$ cat src/rtl/serial_add_ctrl_if.sv
// Operand/result bundle between a requester and the bit-serial adder; start is sampled only when idle.
// Master drives the request side, slave (the adder) drives status and result.
interface serial_add_ctrl_if #(
    parameter int WIDTH = 8
);
    logic             start;
    logic             sub;
    logic [WIDTH-1:0] a;
    logic [WIDTH-1:0] b;
    logic             busy;
    logic             done;
    logic [WIDTH-1:0] sum;
    logic             cout;

    modport master (
        output start, sub, a, b,
        input  busy, done, sum, cout
    );

    modport slave (
        input  start, sub, a, b,
        output busy, done, sum, cout
    );
endinterface

$ cat src/rtl/serial_add_ctrl.sv
// Bit-serial add/subtract sequencer, LSB first, one bit per clock; done pulses WIDTH cycles after start.
// No backpressure: start is only honoured in IDLE and is dropped while busy or done.
module hf (
    input  logic a,
    input  logic b,
    output logic s,
    output logic c
);
    assign s = a ^ b;
    assign c = a & b;
endmodule

module serial_add_ctrl #(
    parameter int WIDTH = 8
) (
    input  logic              clk,
    input  logic              rst_n,
    serial_add_ctrl_if.slave  bus
);
    localparam int             CW   = $clog2(WIDTH);
    localparam logic [CW-1:0]  LAST = CW'(WIDTH - 1);

    typedef enum logic [1:0] {
        IDLE = 2'd0,
        RUN  = 2'd1,
        DONE = 2'd2
    } state_t;

    state_t           state;
    logic [WIDTH-1:0] a_sr;
    logic [WIDTH-1:0] b_sr;
    logic [WIDTH-1:0] sum_q;
    logic [CW-1:0]    cnt;
    logic             carry;
    logic             cout_q;
    logic             busy_q;
    logic             done_q;

    logic s1, c1, s, c2, c;

    // One full-adder slice built from two half adders.
    hf u_hf0 (.a(a_sr[0]), .b(b_sr[0]), .s(s1), .c(c1));
    hf u_hf1 (.a(s1),      .b(carry),   .s(s),  .c(c2));
    assign c = c1 | c2;

    always_ff @(posedge clk or negedge rst_n) begin
        if (!rst_n) begin
            state  <= IDLE;
            a_sr   <= '0;
            b_sr   <= '0;
            sum_q  <= '0;
            cnt    <= '0;
            carry  <= 1'b0;
            cout_q <= 1'b0;
            busy_q <= 1'b0;
            done_q <= 1'b0;
        end else begin
            case (state)
                IDLE: begin
                    if (bus.start) begin
                        // Subtraction is a + ~b + 1: invert b and seed the carry.
                        a_sr   <= bus.a;
                        b_sr   <= bus.sub ? ~bus.b : bus.b;
                        carry  <= bus.sub;
                        cnt    <= '0;
                        sum_q  <= '0;
                        busy_q <= 1'b1;
                        state  <= RUN;
                    end
                end
                RUN: begin
                    sum_q <= {s, sum_q[WIDTH-1:1]};
                    a_sr  <= {1'b0, a_sr[WIDTH-1:1]};
                    b_sr  <= {1'b0, b_sr[WIDTH-1:1]};
                    carry <= c;
                    if (cnt == LAST) begin
                        // Counter stops at LAST so it never wraps for power-of-two widths.
                        cout_q <= c;
                        busy_q <= 1'b0;
                        done_q <= 1'b1;
                        state  <= DONE;
                    end else begin
                        cnt <= cnt + 1'b1;
                    end
                end
                DONE: begin
                    done_q <= 1'b0;
                    state  <= IDLE;
                end
                default: begin
                    busy_q <= 1'b0;
                    done_q <= 1'b0;
                    state  <= IDLE;
                end
            endcase
        end
    end

    assign bus.busy = busy_q;
    assign bus.done = done_q;
    assign bus.sum  = sum_q;
    assign bus.cout = cout_q;
endmodule
$ cat src/flat_wrapper.sv
// flat-port wrapper written by rule: the top's interface ports become plain ports
module serial_add_ctrl_flat 
#(
    parameter int WIDTH = 8
)
  (clk, rst_n, bus_start, bus_sub, bus_a, bus_b, bus_busy, bus_done, bus_sum, bus_cout);
  serial_add_ctrl_if #(.WIDTH(WIDTH)) bus_i ();
  input  logic clk;
  input  logic rst_n;
  input wire logic [$bits(bus_i.start)-1:0] bus_start;
  input wire logic [$bits(bus_i.sub)-1:0] bus_sub;
  input wire logic [$bits(bus_i.a)-1:0] bus_a;
  input wire logic [$bits(bus_i.b)-1:0] bus_b;
  output wire logic [$bits(bus_i.busy)-1:0] bus_busy;
  output wire logic [$bits(bus_i.done)-1:0] bus_done;
  output wire logic [$bits(bus_i.sum)-1:0] bus_sum;
  output wire logic [$bits(bus_i.cout)-1:0] bus_cout;
  assign bus_i.start = bus_start;
  assign bus_i.sub = bus_sub;
  assign bus_i.a = bus_a;
  assign bus_i.b = bus_b;
  assign bus_busy = bus_i.busy;
  assign bus_done = bus_i.done;
  assign bus_sum = bus_i.sum;
  assign bus_cout = bus_i.cout;
  serial_add_ctrl #(.WIDTH(WIDTH)) u_core (.clk(clk), .rst_n(rst_n), .bus(bus_i));
endmodule
$ cat config.mk
export PLATFORM = sky130hd
export DESIGN_NAME = serial_add_ctrl_flat
export DESIGN_NICKNAME = d
export VERILOG_FILES = /design/src/rtl/serial_add_ctrl_if.sv /design/src/rtl/serial_add_ctrl.sv /design/src/flat_wrapper.sv
export SDC_FILE = /design/constraint.sdc
export NUM_CORES = 1
export LEC_CHECK = 0
export CORE_UTILIZATION = 32
export DETAILED_ROUTE_END_ITERATION = 10
export GPL_TIMING_DRIVEN = 1
export HOLD_SLACK_MARGIN = 0.15
export PLACE_DENSITY = 0.52
export SLEW_MARGIN = 10
export SYNTH_ARGS = -nofsm -noshare
export SYNTH_HDL_FRONTEND = slang
export SYNTH_SLANG_ARGS = --single-unit
$ cat constraint.sdc
create_clock -name clk -period 2.9 [get_ports clk]
set_input_delay 0.58 -clock clk [delete_from_list [all_inputs] [get_ports clk]]
set_output_delay 0.58 -clock clk [all_outputs]
set_load 0.03 [all_outputs]
== Word-level counts from Yosys, hierarchy flattened ==
Cells that the tools add are included.

* Bitwise logic cells: 8
* Divide/modulo/power cells: 0
* Add/sub/neg operators: 1
* Multiplexer cells: 20
* Multiply operators: 0
* Eq/ne operators: 6
* Reduce and logical (&&, ||, !) cells: 8
* Magnitude comparators: 0
* Shifts and indexed selects: 0

{| class="wikitable"
|+ Operators with widths
! cell !! number
|-
| $pmux W8 S2 || 3
|-
| $mux W8 || 4
|-
| $not A8 Y8 || 1
|-
| $reduce_and A2 Y1 || 4
|-
| $mux W3 || 2
|-
| $pmux W3 S2 || 1
|-
| $reduce_and A3 Y1 || 2
|-
| $mux W1 || 4
|-
| $mux W2 || 2
|-
| $ne A2 B2 Y1 const B || 2
|-
| $pmux W1 S2 || 2
|-
| $pmux W2 S2 || 1
|-
| $add A3 B1 Y3 const B || 1
|-
| $eq A3 B3 Y1 const B || 1
|-
| $pmux W1 S3 || 1
|-
| $and A1 B1 Y1 || 2
|-
| $eq A2 B1 Y1 const B || 1
|-
| $eq A2 B2 Y1 const B || 1
|-
| $logic_not A2 Y1 || 1
|-
| $ne A2 B1 Y1 const B || 1
|-
| $not A1 Y1 || 2
|-
| $reduce_bool A2 Y1 || 1
|-
| $xor A1 B1 Y1 || 2
|-
| $or A1 B1 Y1 || 1
|}

* RAM bits: 0
* Latch bits: 0
* Memories: 0
* Register bits: 33
* Memory bits (read-only): 0
* Output and inout bits: 11
* Logic and storage cells: 52
* Bits of input ports: 20

== Depth between registers and ports, before layout ==
Gate-level depths: netlist of the first run.

* Depth after elaboration: 4
* Depth in mapped cells: 6
* Gate-level depth less buffers: 5

== By module ==
Synthesis of the first run repeated with hierarchy kept, for this count alone.

* Cell total of the unflattened synthesis: 130
* Area, all modules: 1500.2 µm²

{| class="wikitable"
|+ By module, submodules not included
! module !! cells each !! instances !! seq. area each (µm²) !! area an instance (µm²)
|-
| serial_add_ctrl || 128 || 1 || 825.8 || 1475.2
|-
| hf || 1 || 2 || 0.0 || 12.5
|}

== Worst setup path before layout of the first run ==
No wires, ideal clock.

* Kind: flip-flop to flip-flop
* Start point: register u_core.cnt[0]
* End point: register u_core.cnt[0]
* Clock period less this slack: 1.554 ns
* Cell stages (with the launch flop): 6
* Data arrival time: 1.429 ns
* Buffers on the path: 0
* Setup time: 0.125 ns
* Required time: 2.775 ns
* Setup slack: 1.346 ns
* Cells stage by stage: dfrtp_1 ha_1 ha_1 nand2b_1 a21oi_4 mux2_4

* Cells in the longest elaborated chain, start to end: 3
* Elaborated cells on any way between the ends: 6
* Those cells by class: add/sub (1); eq/ne (2); mux (2); reduce/logical (1)

{| class="wikitable"
|+ RTL lines
! what !! line !! text
|-
| start: declaration || serial_add_ctrl.sv:33 || <nowiki>logic [CW-1:0] cnt;</nowiki>
|-
| start signal: assignment || serial_add_ctrl.sv:83 || <nowiki>cnt <= cnt + 1'b1;</nowiki>
|-
| $add A3 B1 Y3 / $eq A3 B3 Y1 (equally long branches) || serial_add_ctrl.sv:83, serial_add_ctrl.sv:76 ||
|-
| $mux W3 / $ne A2 B2 Y1 (equally long branches) || -- ||
|-
| $pmux W3 S2 / $reduce_and A3 Y1 (equally long branches) || -- ||
|}

Several ways; a longest one is shown, not always the timed one. The select of a mux whose other input is x is not followed.
A chain may end at the register's enable or synchronous reset.

== Worst setup path after layout of the first run ==
* Start point: register u_core.sum_q[2] (netlist: u_core.bus.sum[2])
* End point: output port bus_sum[2]

{| class="wikitable"
|+ RTL lines
! what !! line !! text
|-
| start: declaration || serial_add_ctrl.sv:32 || <nowiki>logic [WIDTH-1:0] sum_q;</nowiki>
|-
| start signal: assignment || serial_add_ctrl.sv:72 || <nowiki>sum_q <= {s, sum_q[WIDTH-1:1]};</nowiki>
|-
| end: declaration || flat_wrapper.sv:16 || <nowiki>output wire logic [$bits(bus_i.sum)-1:0] bus_sum;</nowiki>
|}

No word-level cell between the ends.

==> summary.txt, run 1 <==
Run status
  • Status: completed

GRT
  • Pin count of the biggest net entering global routing: 39
  • Initial antenna violation count: 0
  • Congestion Overflow GR: 0
  • First-pass GRT wire length: 5257 um
  • Total GRT Usage: 0.1299
  • Number of global-route vias before repair: 1,142

Routing
  • Routed vias/inst: 4.649
  • Post-DR wirelength/cell: 12.49 um
  • ANT nets after route: 0
  • Via count: 1,111
  • First-pass DRT Iterations: 4
  • DRT iter0 DRCs: 66
  • Drc violations: 0
  • Total wire length: 2986 um

CTS
  • # clock sinks: 33
  • Clock root buffer: clkbuf_8
  • CTS buffer count: 5
  • Clk_lat worst skew: 0.28 ns
  • CTS tree: built
  • Max clock buf depth: 2
  • Post-CTS Resized: 0
  • Clk pin slew, worst setup/hold paths: 0.07 ns
  • Hold bufs inserted after CTS: 0
  • CTS H-tree lvls: 2
  • Total setup buffers inserted after CTS: 0

Placement
  • IO buf count: 30
  • Final GP Congestion: 0.7190
  • Dpl hpwl: 2121 um
  • Place WS: 0.9600 ns

Flow run
  • Max Cap Viol: 0

STA
  • RSZ-0062 raised after global routing: false
  • Setup Viol. Count Final: 0
  • Slew Limit Headroom: 0.6551
  • Setup TNS: 0 ns
  • Slew Viols, Final: 0
  • Fin worst setup slack: 0.9773 ns
  • Setup Skew: 0.002534 ns
  • Fin. Hold Viols: 0
  • Tmin final: 1.923 ns
  • Max Freq: 520.1 MHz
  • Final period util: 0.6630
  • Worst-Margin Slew: 0.5157 ns

Min path
  • Hold crit path type: reg2reg

Synth
  • Post-synthesis async set-or-reset flop share: 1.000
  • Seq cells post-synth: 33
  • Area leader, netlist: dfrtp_1
  • Top-count cell post-synth: dfrtp_1
  • Main area contributors after synthesis: dfrtp_1 50%, mux2i_1 9.7%, nand2_1 4.8%
  • Proportion of netlist area held by the largest area contributor: 0.4989
  • Cell count after synthesis: 142
  • Synthesized area: 1655 um2
  • Cell variety after synth: 28
  • Sequential fraction of the synthesis area: 0.4989
  • Post-synth EDFFs: 0
  • Syn_area_per_cell: 11.66 um2
  • Top post-synthesis cells by count: 33 x dfrtp_1, 21 x nand2_1, 16 x mux2i_1, 13 x o21ai_1
  • Most used DFF post-synth: dfrtp_1
  • Synth Net Count: 165
  • Yosys Warn Count: 0

Floorplanning
  • Die ar.: 5465 um2
  • Starting Density: 0.3414
  • Die height: 73.93 um
  • I/O pins: 31
  • Row Count: 25
  • Die width: 73.93 um
  • Core box area: 4848 um2

Power and ir drop
  • Worst VDD drop: 0.3702 mV
  • Static Leak: 0.0009328 uW
  • Pwr per Cell Area: 1005 nW/um2

Worst setup path
  • Crit path arrival time: 1.34 ns
  • Worst path slowest cell: clkdlybuf4s50_1
  • Worst setup EP type: output pin
  • WP buf/inv: 1
  • Crit path kind: reg2out
  • Crit path cell chain: clkdlybuf4s50_1
  • Crit-path max FO: 3
  • Max incr delay on CP: 0.68 ns
  • CP top delay family: buffers and inverters
  • WP data required: 2.32 ns
  • Startpoint type of the worst setup path: flop

Layout
  • Share of cells above drive strength 1: 0.1221
  • N_diodes: 0
  • Final net count: 194
  • Layout area overhead: 23.21%
  • Number of fill cells: 480
  • Utilization after layout: 0.4206
## cell usage in the layout, fill, tap and decap left out, drive strengths merged, types with 2 or more instances in the layout
cell           count
ha                 2
dfrtp             33
o21ai             19
clkbuf             7
mux2i             16
xor2               7
buf                2
a2bb2oi            2
nand2b             3
nor2               4
nand2             21
clkdlybuf4s50     30
inv                6
a21oi              3
a22o               7
nor2b              3
## per-stage QoR
stage / power, uW / hold slack, ns / area [um2] / instances
3_3_place_gp: 1669 / 0.4622 / 1938 / 231
2_1_floorplan: 1517 / 0.2844 / 1655 / 142
5_1_grt: 2214 / 0.5074 / 2039 / 239
4_1_cts: 2087 / 0.4817 / 2039 / 239
6_report: 2050 / 0.4774 / 2039 / 239
3_5_place_dp: 1701 / 0.4667 / 1938 / 231
## state kept, by name, indices dropped and copies added, names as in the netlist
signal           count
u_core.a_sr          8
u_core.b_sr          8
u_core.bus.busy      1
u_core.bus.cout      1
u_core.bus.done      1
u_core.bus.sum       8
u_core.carry         1
u_core.cnt           3
u_core.state         2
## metal layers
layer,global-route usage,part of all wire,up-vias
met4,0.05342,0.015,0
met1,0.1632,0.47,536
li1,-,-,541
met3,0.04938,0.058,7
met2,0.2000,0.46,27
met5,0,0,-
## cells by family after synthesis
kind of cell | after synthesis | synth area share
AOI/OAI and AO/OA | 33 | 0.1444
xor gates and xnor gates | 8 | 0.04233
adders and majority gates | 3 | 0.02721
buffers and inverters | 16 | 0.08389
DFF | 33 | 0.4989
muxes | 17 | 0.1058
and+or+nand+nor | 32 | 0.09751
## cell type report
cell class,count,area (um2),area share
Multi-Input combinational cell,93,690.7,0.3386
Timing Repair Buffer,32,315.3,0.1546
Sequential cell,33,825.8,0.4049
Tap cell,67,83.83,0.04110
Clock buffer,7,96.34,0.04724
Clock inverter,1,5.005,0.002454
Inverter,6,22.52,0.01104
## power by group
part	internal [uW]	leakage (uW)	switching (uW)
clock	214	0.0000542	162
combinational	418	0.000463	463
sequential	658	0.000416	135
total	1290	0.000933	760
## worst reg2reg max path: cells and delay by family, from the launching register on
family,cells,cell delay (ns)
compound gates,1,0.23
flops,1,0.41
fa+ha+maj,2,0.44
simple gates,1,0.20
mux,1,0.32
## final timing paths
kind,start,to,slack (ns),cells after the start
max in group asynchronous,rst_n,u_core.cnt[2],1.89,2
min in group asynchronous,rst_n,u_core.bus.done,0.69,2
max reg2reg,u_core.cnt[0],u_core.cnt[0],1.20,5
max,u_core.bus.sum[2],bus_sum[2],0.98,1
min reg2reg,u_core.b_sr[1],u_core.b_sr[1],0.48,2
min,u_core.b_sr[1],u_core.b_sr[1],0.48,2
(Power assumes the default switching activity.)
==> run 2, diff against run 1 <==
- clock period: 2.9 -> 1.9 ns (I/O delays scaled with it)
==> run 2 against run 1 <==
Effect of this change: wire length is 2.1% higher; die area is the same; register-to-register slack worse by 0.96 ns; flip-flop and latch count did not move; highest routed layer unchanged; critical path depth stayed put; worst hold slack lost 0.0023 ns; clock skew up 0.0053 ns; critical endpoint is now bus_sum[7]; largest power group unchanged; non-clock buffer count is 3 higher; clock-buffer cell count unchanged; final cell count rose by 0.84%.
==> summary.txt, run 2 (synthesis gave the netlist of run 1 again) <==
Run status
  • Status: completed

Worst setup path
  • Worst path slowest cell: clkdlybuf4s50_1
  • Crit path cell chain: clkdlybuf4s50_1
  • CP top delay family: buffers and inverters
  • WP buf/inv: 1
  • Max incr delay on CP: 0.68 ns
  • Crit path kind: reg2out
  • WP data required: 1.52 ns
  • R2r setup slk: 0.24 ns
  • Worst setup EP type: output pin
  • Crit path arrival time: 1.33 ns
  • Crit-path max FO: 3
  • Startpoint type of the worst setup path: flop

CTS
  • CTS buffer count: 5
  • Post-CTS Resized: 0
  • # clock sinks: 33
  • Clk pin slew, worst setup/hold paths: 0.06 ns
  • CTS tree: built
  • Hold bufs inserted after CTS: 0
  • CTS H-tree lvls: 2
  • Clk_lat worst skew: 0.28 ns
  • Total setup buffers inserted after CTS: 0
  • Max clock buf depth: 2
  • Clock root buffer: clkbuf_8

Routing
  • Post-DR wirelength/cell: 12.65 um
  • ANT nets after route: 0
  • Drc violations: 0
  • Via count: 1,104
  • First-pass DRT Iterations: 4
  • Routed vias/inst: 4.581
  • Total wire length: 3048 um
  • DRT iter0 DRCs: 35

STA
  • Max Freq: 585.3 MHz
  • Setup Skew: 0.007877 ns
  • Worst-Margin Slew: 0.5175 ns
  • Setup TNS: 0 ns
  • Slew Limit Headroom: 0.6539
  • Setup Viol. Count Final: 0
  • RSZ-0062 raised after global routing: false
  • Final period util: 0.8992
  • Fin worst setup slack: 0.1915 ns
  • Fin. Hold Viols: 0
  • Slew Viols, Final: 0
  • Tmin final: 1.709 ns

Layout
  • Number of fill cells: 475
  • Utilization after layout: 0.4248
  • Share of cells above drive strength 1: 0.1264
  • Post-Layout Cell Count: 241
  • Final net count: 197
  • Commonest non-fill, non-tap cell in the layout: dfrtp_1
  • N_diodes: 0
  • Register Area: 825.8 um2
  • Commonest non-fill, non-tap cells in the layout: 33 x dfrtp_1, 30 x clkdlybuf4s50_1, 21 x nand2_1
  • Layout area overhead: 24.41%
  • Multi-input gate area: 690.7 um2

Placement
  • Dpl hpwl: 2129 um
  • Place WS: 0.1426 ns
  • Final GP Congestion: 0.7179
  • IO buf count: 30
  • DP Cell Count: 234

GRT
  • Initial antenna violation count: 0
  • Total GRT Usage: 0.1273
  • Pin count of the biggest net entering global routing: 34
  • Congestion Overflow GR: 0
  • First-pass GRT wire length: 5057 um
  • Number of global-route vias before repair: 1,087

Power and ir drop
  • Clk pwr share: 0.168
  • Worst VDD drop: 0.6659 mV
  • Pwr per Cell Area: 1517 nW/um2
  • Sequential power share: 0.383
  • Int Pwr: 1967 uW
  • Combinational share of power: 0.449
  • Psw: 1159 uW
  • Static Leak: 0.0009406 uW
  • Sw Ratio: 0.3707

Flow run
  • Max Cap Viol: 0

Floorplanning
  • Core box area: 4848 um2
  • Starting Density: 0.3414
  • I/O pins: 31
  • Die height: 73.93 um
  • Row Count: 25
  • Die width: 73.93 um
  • Die ar.: 5465 um2

Min path
  • Hold crit path type: reg2reg
==> run 2: layout make-up <==
cell class,instances,area share
sequential,33,0.4010
inverter,6,0.01094
multi-input combinational,93,0.3354
clock buffer,7,0.04192
timing repair buffer,35,0.1701
tap,67,0.04070
==> run 2: stage by stage <==
stage	power, uW	area [um2]	hold slack (ns)
6_report	3125	2059	0.4751
5_1_grt	3360	2059	0.5085
2_1_floorplan	2315	1655	0.08441
4_1_cts	3181	2059	0.4798
3_5_place_dp	2643	1973	0.4649
3_3_place_gp	2582	1973	0.4621
==> run 2: worst paths after layout <==
path / startpoint / end / cells after the start
setup reg to reg: u_core.cnt[0] / u_core.cnt[0] / 5
hold reg to reg: u_core.b_sr[0] / u_core.b_sr[0] / 2
hold / removal: u_core.b_sr[0] / u_core.b_sr[0] / 2
setup / recovery: u_core.bus.sum[7] / bus_sum[7] / 1
max in group asynchronous: rst_n / u_core.b_sr[4] / 2
min in group asynchronous: rst_n / u_core.bus.done / 2
==> run 2: power by group through the flow <==
stage	clock, uW	sequential (uW)	combinational [uW]
after floorplan	0	1340	974
after global placement	0	1200	1390
after detailed placement	0	1210	1430
after CTS	547	1200	1430
after global routing	575	1240	1550
final	525	1200	1400
==> run 2: routing by layer <==
| layer | GRT usage | wire [um] | vias up |
|---|---|---|---|
| met5 | 0 | 0 | - |
| met2 | 0.2030 | 1472 | 24 |
| met3 | 0.05075 | 130 | 4 |
| met4 | 0.04915 | 28 | 0 |
| li1 | - | - | 539 |
| met1 | 0.1540 | 1417 | 537 |
==> run 3, diff against run 2 <==
- PLACE_DENSITY: 0.52 -> 0.54
- SKIP_LAST_GASP: unset -> 1
- clock period: 1.9 -> 1.4 ns (I/O delays scaled with it)
==> run 3 against run 2 <==
Effect of this change: the run now ends with negative setup slack left; via count is 0.54% higher; first-iteration DRC count is 5.7% lower; flip-flop and latch count stayed put; largest cell class unchanged; highest routed layer unchanged.
==> summary.txt, run 3 (synthesis gave the netlist of run 1 again) <==
GRT
  • Number of global-route vias before repair: 1,152
  • Pin count of the biggest net entering global routing: 34
  • Congestion Overflow GR: 0
  • Initial antenna violation count: 0
  • Total GRT Usage: 0.1258
  • First-pass GRT wire length: 5168 um

CTS
  • CTS tree: built
  • # clock sinks: 33
  • CTS H-tree lvls: 2
  • Max clock buf depth: 2
  • Clock root buffer: clkbuf_8
  • Hold bufs inserted after CTS: 0
  • CTS buffer count: 5
  • Clk pin slew, worst setup/hold paths: 0.07 ns
  • Clk_lat worst skew: 0.28 ns

Flow run
  • Max Cap Viol: 0

Layout
  • Design area: 2187 um2
  • Utilization after layout: 0.4511
  • Commonest non-fill, non-tap cells in the layout: 33 x dfrtp_1, 21 x nand2_1, 19 x clkdlybuf4s50_1
  • Post-Layout Cell Count: 252
  • Number of fill cells: 459
  • Final net count: 207
  • Register Area: 825.8 um2
  • Layout area overhead: 32.12%
  • Multi-input gate area: 713.2 um2
  • N_diodes: 0
  • Share of cells above drive strength 1: 0.2000
  • Commonest non-fill, non-tap cell in the layout: dfrtp_1

Routing
  • Post-DR wirelength/cell: 12.13 um
  • Via count: 1,110
  • Drc violations: 0
  • DRT iter0 DRCs: 33
  • ANT nets after route: 0
  • Met2 wire length: 1434 um
  • Met1 wire length: 1497 um
  • Met3 wire length: 120 um
  • Routed vias/inst: 4.405
  • First-pass DRT Iterations: 3
  • Total wire length: 3058 um
  • Top Metal Used: met4

Worst setup path
  • Crit path kind: reg2reg
  • WP data required: 1.56 ns
  • Crit path arrival time: 1.62 ns
  • Startpoint type of the worst setup path: flop
  • Worst setup EP type: flop
  • Worst reg2reg path depth: 5
  • Crit-path max FO: 2

STA
  • Max Freq: 687.4 MHz
  • Slew Limit Headroom: 0.7959
  • Min Hold Slack: 0.3678 ns
  • Tmin final: 1.455 ns
  • Setup TNS: -0.07751 ns
  • Fin. Hold Viols: 0
  • Slew Viols, Final: 0
  • Setup Skew: 0.005051 ns
  • RSZ-0062 raised after global routing: true
  • Final period util: 1.039
  • Worst-Margin Slew: 0.3073 ns
  • Fin worst setup slack: -0.05486 ns
  • Setup Viol. Count Final: 2

Min path
  • Hold crit path type: in2async

Power and ir drop
  • Static Leak: 0.001040 uW
  • Sequential power share: 0.369
  • Combinational share of power: 0.456
  • Int Pwr: 2784 uW
  • Pwr per Cell Area: 2021 nW/um2
  • Sw Ratio: 0.3699
  • Worst VDD drop: 0.6125 mV
  • Clk pwr share: 0.175
  • Psw: 1635 uW

Floorplanning
  • Die width: 73.93 um
  • Core box area: 4848 um2
  • Row Count: 25
  • Die height: 73.93 um
  • I/O pins: 31
  • Starting Density: 0.3414
  • Die ar.: 5465 um2

Placement
  • Dpl hpwl: 2169 um
  • Post-DP Area: 2066 um2
  • IO buf count: 30
  • DP Cell Count: 240
  • Final GP Congestion: 0.7654

Run status
  • Status: finished, violations left
  • Failing checks: negative setup slack
[run 3: area by class of cell]
class | count | area share
clock buffers | 7 | 0.04405
clock inverters | 1 | 0.002288
inverters | 6 | 0.01030
multi-input cells | 93 | 0.3261
flip-flops and latches | 33 | 0.3776
well taps | 67 | 0.03833
repair buffers | 45 | 0.2014
[run 3: per-stage QoR]
stage / total power, uW / setup slack, ns
floorplan: 3184 / -0.07103
CTS: 4465 / -0.05538
detailed placement: 3721 / -0.1504
global placement: 3636 / -0.1050
finish: 4419 / -0.05486
global route: 4734 / -0.08196
[run 3: final timing paths]
check	slack (ns)	startpoint	endpoint
max	-0.05	u_core.cnt[0]	u_core.cnt[0]
min	0.37	rst_n	u_core.state[0]
max reg2reg	-0.05	u_core.cnt[0]	u_core.cnt[0]
min reg2reg	0.48	u_core.bus.cout	u_core.bus.cout
max in group asynchronous	0.85	rst_n	u_core.a_sr[3]
min in group clk	0.48	u_core.bus.cout	u_core.bus.cout
[run 3: routing by layer]
metal  GRT usage  vias to the layer above
met5           0                        -
met4     0.02564                        0
met3     0.04252                        2
met2      0.2141                       22
met1      0.1549                      524
li1            -                      562
[run 3: worst max-delay path, stage by stage (launching register included)]
cell and delay [ns]:
dfrtp_1 0.39, ha_2 0.20, ha_4 0.16, nand2b_4 0.14, a21oi_4 0.16, mux2_4 0.31
[run 3: timing repair]
item,4_1_cts,5_1_grt
resized for setup,12,0
setup buffers,2,2
pin swaps,2,0
hold endpoints to repair,0,0
setup endpoints to repair,14,3
[run 3: power by group through the flow]
stage	Combinational [uW]	Clock (uW)	Sequential (uW)
global route	2210	844	1680
global placement	2000	0	1640
detailed placement	2070	0	1660
finish	2010	775	1630
floorplan	1360	0	1830
CTS	2030	804	1630
==> RTL change 1: new RTL, config.mk and constraints of run 1 <==
`WIDTH` is set to 8 in 3 places; all go to 16.
--- a/src/rtl/serial_add_ctrl_if.sv
+++ b/src/rtl/serial_add_ctrl_if.sv
@@ -3,3 +3,3 @@
 interface serial_add_ctrl_if #(
-    parameter int WIDTH = 8
+    parameter int WIDTH = 16
 );
--- a/src/rtl/serial_add_ctrl.sv
+++ b/src/rtl/serial_add_ctrl.sv
@@ -13,3 +13,3 @@
 module serial_add_ctrl #(
-    parameter int WIDTH = 8
+    parameter int WIDTH = 16
 ) (
--- a/src/flat_wrapper.sv
+++ b/src/flat_wrapper.sv
@@ -3,3 +3,3 @@
 #(
-    parameter int WIDTH = 8
+    parameter int WIDTH = 16
 )
Interface: changed (resized bus_a, bus_b and bus_sum); port bits go from 31 to 55. No check against the original RTL was run, so the function may have changed too.
==> RTL change 1 against run 1 <==
Register-to-register slack lost 0.23 ns. Synthesized cell count increased by 70%. Synthesized area is 59% higher. Via count rose by 79%. Setup slack worse by 0.064 ns. Total power increased by 73%. Cell area grew 68%. Worst hold slack got worse by 0.26 ns. Sequential cell count grew 25. Routed wire length up 87%. First-iteration DRC count up 47%. Critical endpoint is now bus_sum[13]. Die area rose by 57%.
==> RTL change 1: results (changes against run 1) <==
Worst VDD drop=0.354 mV (-4.3%); TritonCTS Buffers=9 (+4); M2 GR Usage=23.7% (+3.7 points); Final Wtd Congestion=0.733 (+1.9%); pwr dens=1040 nW/µm² (+3.0%); latest clock arrival within the worst-skew pair=0.34 ns (+0.06 ns); Reg2Reg Depth=3 (-2); Fillers=809 (+69%); Vias=1988 (+79%); Int Power=2170 µW (+69%); Lkg Pwr=0.00152 µW (+63%); Clock Skews=0.00516 ns (+0.00263 ns); clock network area share=4.79% (-0.18 points); worst hold path type=input port to async pin; outcome=complete, no violations; Nets=333 (+72%); clock share of power=18.1% (-0.3 points); final setup margin=0.914 ns (-0.0635 ns); Syn Inst Count=241 (+70%); Non-clock buffers=62 (+94%); register area share after synthesis=55.1% (+5.2 points); wire per inst=13.9 µm (+11%); met1 Use GR=18.9% (+2.5 points); RR Endpoint=u_core.bus.sum[9]; CP Launch Point=u_core.bus.sum[13]; GR met3 Demand/Resource=5.01% (+0.070 points); dpl cell area=3260 µm² (+68%); RR Startpoint=u_core.state[1]; largest cells by area after synthesis=dfrtp_1, nand2_1, mux2i_1, xnor2_1, a22o_1; Fin Hold WS=0.216 ns (-0.261 ns); post-synth cell types=38 (+36%); share of cells above drive strength 1=9.00% (-3.2 points); Starting DRT DRC Count=97 (+47%); Final Util=43.6% (+1.6 points); Worst Setup EP=bus_sum[13]; P_seq=1360 µW (+72%); Seq. cell area=1450 µm² (+76%); DP Worst Slack=0.850 ns (-0.110 ns); met2 WL=2590 µm (+90%); routed wl met3=269 µm (+55%); placed insts=386 (+67%); pin count of the biggest net entering global routing=40 (+2.6%); Post-synth top cells=dfrtp_1, nand2_1, xnor2_1; first-pass GRT wire length=9760 µm (+86%); inverters=7 (+1); HPWL after DPL=3650 µm (+72%)
## RTL change 1: cell count changes after synthesis, moves of 8 or more
| cell | change |
|---|---|
| xnor2_1 | +15 |
| a22o_1 | +8 |
| o21ai_0 | +13 |
| o221ai_1 | +14 |
| buf_2 | +9 |
| dfrtp_1 | +25 |
| nand2_1 | +25 |
## RTL change 1: kinds of logic (layout without fill, tap and decap cells)
| family | Yosys count | after routing | synth area share, % |
|---|---|---|---|
| xor gates and xnor gates | 16 | 16 | 5.32 |
| and+or+nand+nor | 61 | 61 | 10.1 |
| buffers and inverters | 26 | 85 | 5.46 |
| AOI/OAI and AO/OA | 63 | 63 | 17.1 |
| DFF | 58 | 58 | 55.1 |
| adders and majority gates | 2 | 2 | 1.23 |
| muxes | 15 | 15 | 5.70 |
==> RTL change 2: new RTL, flow settings as in run 1 <==
Without the edit above. The 3 states of `state_t` get a one-hot encoding in 3 bits.
--- a/src/rtl/serial_add_ctrl.sv
+++ b/src/rtl/serial_add_ctrl.sv
@@ -22,6 +22,6 @@
 
-    typedef enum logic [1:0] {
-        IDLE = 2'd0,
-        RUN  = 2'd1,
-        DONE = 2'd2
+    typedef enum logic [2:0] {
+        IDLE = 3'b001,
+        RUN  = 3'b010,
+        DONE = 3'b100
     } state_t;
Function: no difference found for any inputs over 10 cycles, from zero or initial values and one cycle with rst_n low; not proved beyond that.
==> RTL change 2 against run 1 <==
Routed wire length fell by 1.8%. First-iteration DRC count fell by 33%. Combinational power fell by 28%. Setup slack got worse by 0.032 ns. Critical path depth rose by 4. Maximum frequency fell by 1.6%. Clock skew rose by 0.0039 ns. Sequential cell count rose by 1. Cell area rose by 0.37%. Total power fell by 14%. Clock power fell by 5%. Synthesized area fell by 4.7%. Critical path type is now input port to register. Highest routed layer unchanged.
==> RTL change 2: results (changes against run 1) <==
Async SR Flop Fraction=100% (unchanged); outcome=complete, no violations; P_sw=614 µW (-19%); Metal-1 WL=1410 µm (+0.57%); largest cells by area after synthesis=dfrtp_1, mux2i_1, o21ai_1, nand2_1, a22o_1; WP depth=5 (+4); Worst Tran Pin Value=0.886 ns (+0.370 ns); CP Launch Point=bus_start; Syn Inst Count=139 (-2.1%); syn_nets=162 (-1.8%); pwr dens=861 nW/µm² (-14%); Comb power frac=36.0% (-6.9 points); Starting DRT DRC Count=44 (-33%); register area share after synthesis=54.0% (+4.1 points); GR met3 Demand/Resource=3.75% (-1.2 points); Worst R2R Setup Slack=0.96 ns (-0.24 ns); routed vias/inst=4.60 (-1.1%); PnR Total Power=1760 µW (-14%); hold endpoint=u_core.b_sr[5]; pin count of the biggest net entering global routing=35 (-10%); first-pass GRT wire length=4910 µm (-6.6%); Worst path max stage delay=0.49 ns (-0.19 ns); met2 WL=1350 µm (-1.5%); YS warnings=0 (unchanged); HPWL after DPL=2010 µm (-5.1%); dpl cell area=1960 µm² (+0.90%); Worst VDD drop=0.396 mV (+7.0%); clock share of power=20.4% (+2.0 points); met1 Use GR=15.9% (-0.40 points); max layer used=met4; Clock Skews=0.00639 ns (+0.00386 ns); Finished Layout Cells=239 (unchanged); min-delay src=u_core.b_sr[6]; Lkg Pwr=0.000862 µW (-7.6%); period utilization=67.4% (+1.1 points); post-synth cell types=31 (+11%); Fillers=461 (-4.0%); Post-synth top cells=dfrtp_1, mux2i_1, nand2_1; Worst Setup EP=u_core.bus.sum[4]; share of cells above drive strength 1=9.30% (-2.9 points); DP Worst Slack=0.642 ns (-0.318 ns); total track usage=12.4% (-0.60 points); Post-Route WL=2930 µm (-1.8%); drt first pass iters=4 (unchanged); critical path data arrival time=2.13 ns (+0.79 ns); Fin Hold WS=0.493 ns (+0.0158 ns); vias in the first global route=1080 (-5.4%); M2 GR Usage=19.1% (-0.89 points); Final Wtd Congestion=0.690 (-4.1%); routed wl met3=133 µm (-23%); RR Endpoint=u_core.cnt[0]; crit-path max FO=22 (+19)
==> RTL change 2: cell types whose count changed after synthesis, sizes merged, moves of 2 or more <==
cell	before	now
a21oi	3	1
a2bb2oi	2	0
buf	9	7
mux2i	16	18
nand2	21	18
nor2b	3	1
==> RTL change 2: kinds of logic (layout without fill, tap and decap cells) <==
kind of cell / count (synthesis) / in the layout / synth area share, %
buf+inv: 13 / 46 / 4.36
simple gates: 32 / 32 / 10.5
fa+ha+maj: 3 / 3 / 2.85
mux: 19 / 19 / 12.1
compound gates: 30 / 30 / 11.7
xor+xnor: 8 / 8 / 4.44
flops: 34 / 34 / 54.0
==> RTL change 2: final cells by class <==
cell class,instances,share of cell area (%)
Clock inverter,1,0.244
Sequential cell,34,41.6
Timing Repair Buffer,33,15.8
Multi-Input combinational cell,92,33.1
Inverter,5,0.917
Clock buffer,7,4.22
Tap cell,67,4.10
